`config.mk`:
```
export PLATFORM = sky130hd
export DESIGN_NAME = i2s_stereo_tx
export DESIGN_NICKNAME = d
export VERILOG_FILES = /design/src/rtl/i2s_stereo_tx.sv
export SDC_FILE = /design/constraint.sdc
export NUM_CORES = 1
export LEC_CHECK = 0
export ABC_AREA = 1
export CORE_MARGIN = 8
export CORE_UTILIZATION = 53
export DETAILED_ROUTE_END_ITERATION = 7
export PLACE_DENSITY = 0.76
export REMOVE_ABC_BUFFERS = 1
export SETUP_SLACK_MARGIN = 0.02
export SKIP_LAST_GASP = 1
export SYNTH_ARGS = -nofsm -noshare
export SYNTH_HDL_FRONTEND = slang
export SYNTH_SLANG_ARGS = --single-unit
```
`constraint.sdc`:
```
create_clock -name clk_i2s -period 5.75 [get_ports clk_i2s]
set_input_delay 1.15 -clock clk_i2s [delete_from_list [all_inputs] [get_ports clk_i2s]]
set_output_delay 1.15 -clock clk_i2s [all_outputs]
set_load 0.01 [all_outputs]
```
`src/rtl/i2s_stereo_tx.sv`:
```
// I2S stereo master transmitter: frame FIFO, sclk/lrclk generation and
// MSB-first serialisation with the standard one-bit data delay.
module i2s_stereo_tx #(
    parameter int DATA_WIDTH = 16,
    parameter int SLOT_WIDTH = 32,
    parameter int SCLK_DIV   = 4,
    parameter int FIFO_DEPTH = 4
) (
    input  logic                          clk_i2s,
    input  logic                          reset,
    input  logic                          enable,
    input  logic                          mute,
    input  logic                          s_valid,
    output logic                          s_ready,
    input  logic [DATA_WIDTH-1:0]         s_left,
    input  logic [DATA_WIDTH-1:0]         s_right,
    output logic [$clog2(FIFO_DEPTH):0]   fifo_level,
    output logic                          underflow,
    output logic                          tx_mclk,
    output logic                          tx_sclk,
    output logic                          tx_lrclk,
    output logic                          tx_sd
);

    localparam int AW    = $clog2(FIFO_DEPTH);
    localparam int DIV_W = $clog2(SCLK_DIV);
    localparam int BIT_W = $clog2(2 * SLOT_WIDTH);

    localparam logic [DIV_W-1:0]      DIV_LAST  = DIV_W'(SCLK_DIV - 1);
    localparam logic [DIV_W-1:0]      DIV_HALF  = DIV_W'(SCLK_DIV / 2);
    localparam logic [BIT_W-1:0]      BIT_LAST  = BIT_W'(2 * SLOT_WIDTH - 1);
    localparam logic [BIT_W-1:0]      SLOT_C    = BIT_W'(SLOT_WIDTH);
    localparam logic [BIT_W-1:0]      DW_C      = BIT_W'(DATA_WIDTH);
    localparam logic [AW:0]           DEPTH_C   = (AW + 1)'(FIFO_DEPTH);
    localparam logic [DATA_WIDTH-1:0] ONE_W     = DATA_WIDTH'(1);
    localparam bit                    FULL_SLOT = (DATA_WIDTH == SLOT_WIDTH);

    logic [DATA_WIDTH-1:0] r_mem_l [FIFO_DEPTH];
    logic [DATA_WIDTH-1:0] r_mem_r [FIFO_DEPTH];
    logic [AW-1:0]         r_wptr;
    logic [AW-1:0]         r_rptr;
    logic [AW:0]           r_level;
    logic [DIV_W-1:0]      r_div;
    logic [BIT_W-1:0]      r_bit;
    logic [DATA_WIDTH-1:0] r_left;
    logic [DATA_WIDTH-1:0] r_right;
    logic                  r_lrclk;
    logic                  r_sd;

    logic                  w_full;
    logic                  w_empty;
    logic                  w_push;
    logic                  w_wrap;
    logic                  w_latch;
    logic                  w_pop;
    logic [BIT_W-1:0]      w_nbit;
    logic                  w_rslot;
    logic [BIT_W-1:0]      w_b;
    logic [DATA_WIDTH-1:0] w_word;
    logic [DATA_WIDTH-1:0] w_mask;
    logic                  w_prev;
    logic                  w_nsd;

    assign w_full  = (r_level == DEPTH_C);
    assign w_empty = (r_level == '0);
    assign w_push  = s_valid && s_ready;
    assign w_wrap  = enable && (r_div == DIV_LAST);
    assign w_latch = w_wrap && (r_bit == BIT_LAST);
    assign w_pop   = w_latch && !w_empty;

    assign s_ready    = !reset && !w_full;
    assign fifo_level = r_level;
    assign underflow  = !reset && w_latch && w_empty;
    assign tx_mclk    = clk_i2s;
    assign tx_sclk    = (r_div >= DIV_HALF);
    assign tx_lrclk   = r_lrclk;
    assign tx_sd      = r_sd;

    // Output bit for the index about to start; slot-bit 0 carries the
    // previous word's LSB only when the word fills the whole slot.
    always_comb begin
        w_nbit  = (r_bit == BIT_LAST) ? '0 : r_bit + 1'b1;
        w_rslot = (w_nbit >= SLOT_C);
        w_b     = w_rslot ? (w_nbit - SLOT_C) : w_nbit;
        w_word  = w_rslot ? r_right : r_left;
        w_prev  = w_rslot ? r_left[0] : r_right[0];
        w_mask  = ONE_W << (DW_C - w_b);
        w_nsd   = 1'b0;
        if (w_b == '0) begin
            w_nsd = FULL_SLOT ? w_prev : 1'b0;
        end else if (w_b <= DW_C) begin
            w_nsd = |(w_word & w_mask);
        end
    end

    always_ff @(posedge clk_i2s) begin
        if (w_push) begin
            r_mem_l[r_wptr] <= s_left;
            r_mem_r[r_wptr] <= s_right;
        end
    end

    always_ff @(posedge clk_i2s) begin
        if (reset) begin
            r_wptr  <= '0;
            r_rptr  <= '0;
            r_level <= '0;
            r_div   <= '0;
            r_bit   <= '0;
            r_left  <= '0;
            r_right <= '0;
            r_lrclk <= 1'b0;
            r_sd    <= 1'b0;
        end else begin
            if (w_push) r_wptr <= r_wptr + 1'b1;
            if (w_pop)  r_rptr <= r_rptr + 1'b1;
            if (w_push && !w_pop)      r_level <= r_level + 1'b1;
            else if (w_pop && !w_push) r_level <= r_level - 1'b1;
            if (!enable) begin
                r_div   <= '0;
                r_bit   <= '0;
                r_left  <= '0;
                r_right <= '0;
                r_lrclk <= 1'b0;
                r_sd    <= 1'b0;
            end else begin
                r_div <= w_wrap ? '0 : r_div + 1'b1;
                if (w_wrap) begin
                    r_bit   <= w_nbit;
                    r_lrclk <= w_rslot;
                    r_sd    <= w_nsd;
                end
                if (w_latch) begin
                    if (w_empty || mute) begin
                        r_left  <= '0;
                        r_right <= '0;
                    end else begin
                        r_left  <= r_mem_l[r_rptr];
                        r_right <= r_mem_r[r_rptr];
                    end
                end
            end
        end
    end

endmodule

```
==> impl_metrics.csv <==
group,metric,value,unit
run_status,status,"complete, no violations",
drt,wire_per_inst,16.3,um
critical_path,r2r_slack,2.54,ns
critical_path,worstPathMaxFanout,2,
logic_synthesis,netlist-cell-type-count,36,
timing,drv_slew,0,
drt,drcViolationCount,0,
critical_path,end_kind,"output port",
timing,holdWs,0.454,ns
grt,met2_usage,29.4,%
finish,fillCellCount,1114,
power,p_per_area,320,nW/um^2
grt,grt_pass1_wl,26200,um
logic_synthesis,synth-xor-area-share,0,%
logic_synthesis,synth_edf_count,128,
clock_tree,ctsHoldBuffers,0,
critical_path,r2r-start,"r_bit[0]$_SDFFE_PP0P_",
grt,gr-usage-met1,23.3,%
floorplanning,die_area,18400,um^2
finish,area.sequential,4870,um^2
critical_path,cp.required,4.60,ns
drt,routed_via_density,5.41,
logic_synthesis,synth_mux_area_share,0,%
min_path,min_from,"r_right[14]$_SDFFE_PP0P_",
timing,finalHoldViolations,0,
logic_synthesis,synth_async_sr_flop_share,0,%
floorplanning,coreArea,13900,um^2
timing,relSlewSlack,49.0,%
logic_synthesis,synth-compound-area-share,13.1,%
critical_path,r2r.worst_path.cells,17,
floorplanning,initial_core_util,54.4,%
floorplanning,die_h,136,um
critical_path,worstPathArrival,3.58,ns
place,hpwlAfterDp,10100,um
power,p_leak,3.10,nW
clock_tree,postCtsResizedCells,0,
timing,setup_viol,0,
clock_tree,clock_latency,0.53,ns
clock_tree,clk_pin_slew,0.06,ns
place,gp_congestion,0.858,
logic_synthesis,synth_seq_cells,179,
min_path,min_to,"r_right[14]$_SDFFE_PP0P_",
clock_tree,cts_setup_buffers,0,
grt,antenna_found_initial,0,
logic_synthesis,ys.flop_type,"edfxtp_1",
place,placed_area,8190,um^2
drt,drt-initial-drc-count,376,
finish,syn_to_final_growth,16.9,%
grt,grt_pass1_vias,5216,
floorplanning,ios,46,
critical_path,worst-setup-path-type,"clk2out",
critical_path,critPathLaunchType,"clock port",
floorplanning,fp.dieW,136,um
logic_synthesis,yosysWarnings,0,
logic_synthesis,synth_seq_area_share,64.2,%
grt,grt.busiest_layer,"met2",
grt,met3_usage,3.82,%
place,place.port_buffers,45,
power,total_power,0.00284,W
timing,skew,0.00650,ns
logic_synthesis,synth_cells,755,
timing,tightest_slew,0.761,ns
logic_synthesis,syn_avg_cell_area,10.0,um^2
finish,diodes,0,
drt,vias,5339,
drt,totalWireLength,16000,um
grt,overflow,0,
finish,multi_input_area,2340,um^2
drt,dr.pass1.iters,6,
critical_path,reg2reg_to,"fifo_level[2]$_SDFFE_PP0P_",
timing,rsz0062_at_grt,"false",
drt,ant_nets,0,
logic_synthesis,yosys.area_share.simple,15.8,%
job,cap_violations,0,
min_path,hp-class,"reg2reg",
finish,fin_nets,842,
finish,design_area,8860,um^2
timing,tns,0,ns
logic_synthesis,synthesis.area,7580,um^2
grt,track_usage,18.2,%
floorplanning,num_rows,43,
finish,layout-drive-gt1-share,8.55,%
clock_tree,cts_tree,"built",
power,irDropWorstVdd,0.285,mV
logic_synthesis,synth_top_family_by_area,"simple AND/OR/NAND/NOR gates",
grt,grt_max_degree,65,
min_path,min_path_cells,2,
logic_synthesis,synthAdderAreaFrac,1.91,%
## cell usage in the layout (no fill, tap or decap), types with 4 or more instances in the layout
cell,synthesis,layout
ha_1,10,10
o21ai_0,89,89
dfxtp_1,51,50
bufinv_16,0,4
o211ai_1,4,4
inv_1,57,57
nand2_1,76,76
nor2_1,153,149
clkdlybuf4s50_1,0,45
nand2_2,7,7
buf_4,3,11
edfxtp_1,128,128
a21oi_1,85,85
clkbuf_1,29,5
nor3b_1,4,4
nand3_1,19,19
nand4_1,4,4
nor2_2,2,6
clkbuf_16,0,20
## per-layer routing
layer | share of wire [%] | up-vias
met5 | 0 | -
met4 | 1.7 | 0
met3 | 4.3 | 21
li1 | - | 2637
met1 | 45 | 2541
met2 | 49 | 140
## cell usage after synthesis (all sizes together), types with 2 or more instances
cell    instances  share of area, %
inv            58               2.9
a21oi          86               5.7
or2             2              0.16
nand2          86               4.8
dfxtp          51                13
a211oi          3              0.30
o21ai          91               6.1
nor3            3              0.20
clkbuf         29               1.4
o211ai          4              0.40
nand3          22               1.7
nand4           4              0.33
ha             10               1.7
nor2          157               8.0
buf            10              0.76
nor3b           4              0.40
edfxtp        128                51
o21bai          2              0.35
## flip-flops by register name, summed over array words and instances (netlist names), 2 cells and up, named ones only
name        flops
fifo_level      3
r_bit           6
r_div           2
r_left         16
r_mem_l        64
r_mem_r        64
r_right        16
r_rptr          2
r_wptr          2
## worst max path at each step
stage	startpoint	end	slack, ns	cells after the start
CTS	clk_i2s	tx_mclk	1.01	3
finish	clk_i2s	tx_mclk	1.02	3
global placement	clk_i2s	tx_mclk	1.28	1
floorplan	clk_i2s	tx_mclk	1.73	0
detailed placement	clk_i2s	tx_mclk	1.28	1
global route	clk_i2s	tx_mclk	1.00	3
## metrics by stage
stage                     util [%]  setup WS, ns  std cells
final                         63.6          1.02        987
after global routing          63.6          1.00        987
after CTS                     63.6          1.01        987
after detailed placement      58.7          1.28        952
after global placement        58.7          1.28        952
after floorplan                  -          1.73        716
## worst max-delay path: stages
cell and delay, ns:
clkbuf_16 0.12, clkbuf_16 0.13, clkdlybuf4s50_1 0.46
## where the power goes
| group | switching, W | internal, W |
|---|---|---|
| Sequential | 0.00000878 | 0.00141 |
| Clock | 0.000473 | 0.000826 |
| Combinational | 0.0000723 | 0.0000479 |
| Total | 0.000554 | 0.00228 |
## cells by family after synthesis
logic type,after synthesis
compound gates,188
fa+ha+maj,11
simple gates,279
buf+inv,98
flops,179
## final cells by class
class / count / area share [%]
clock buffer: 26 / 5.97
clock inverter: 10 / 1.79
inverter: 59 / 2.50
multi-input combinational: 478 / 26.4
sequential: 179 / 54.9
tap: 180 / 2.54
timing repair buffer: 55 / 5.90
Note: power is estimated with default switching activity, not from simulation.
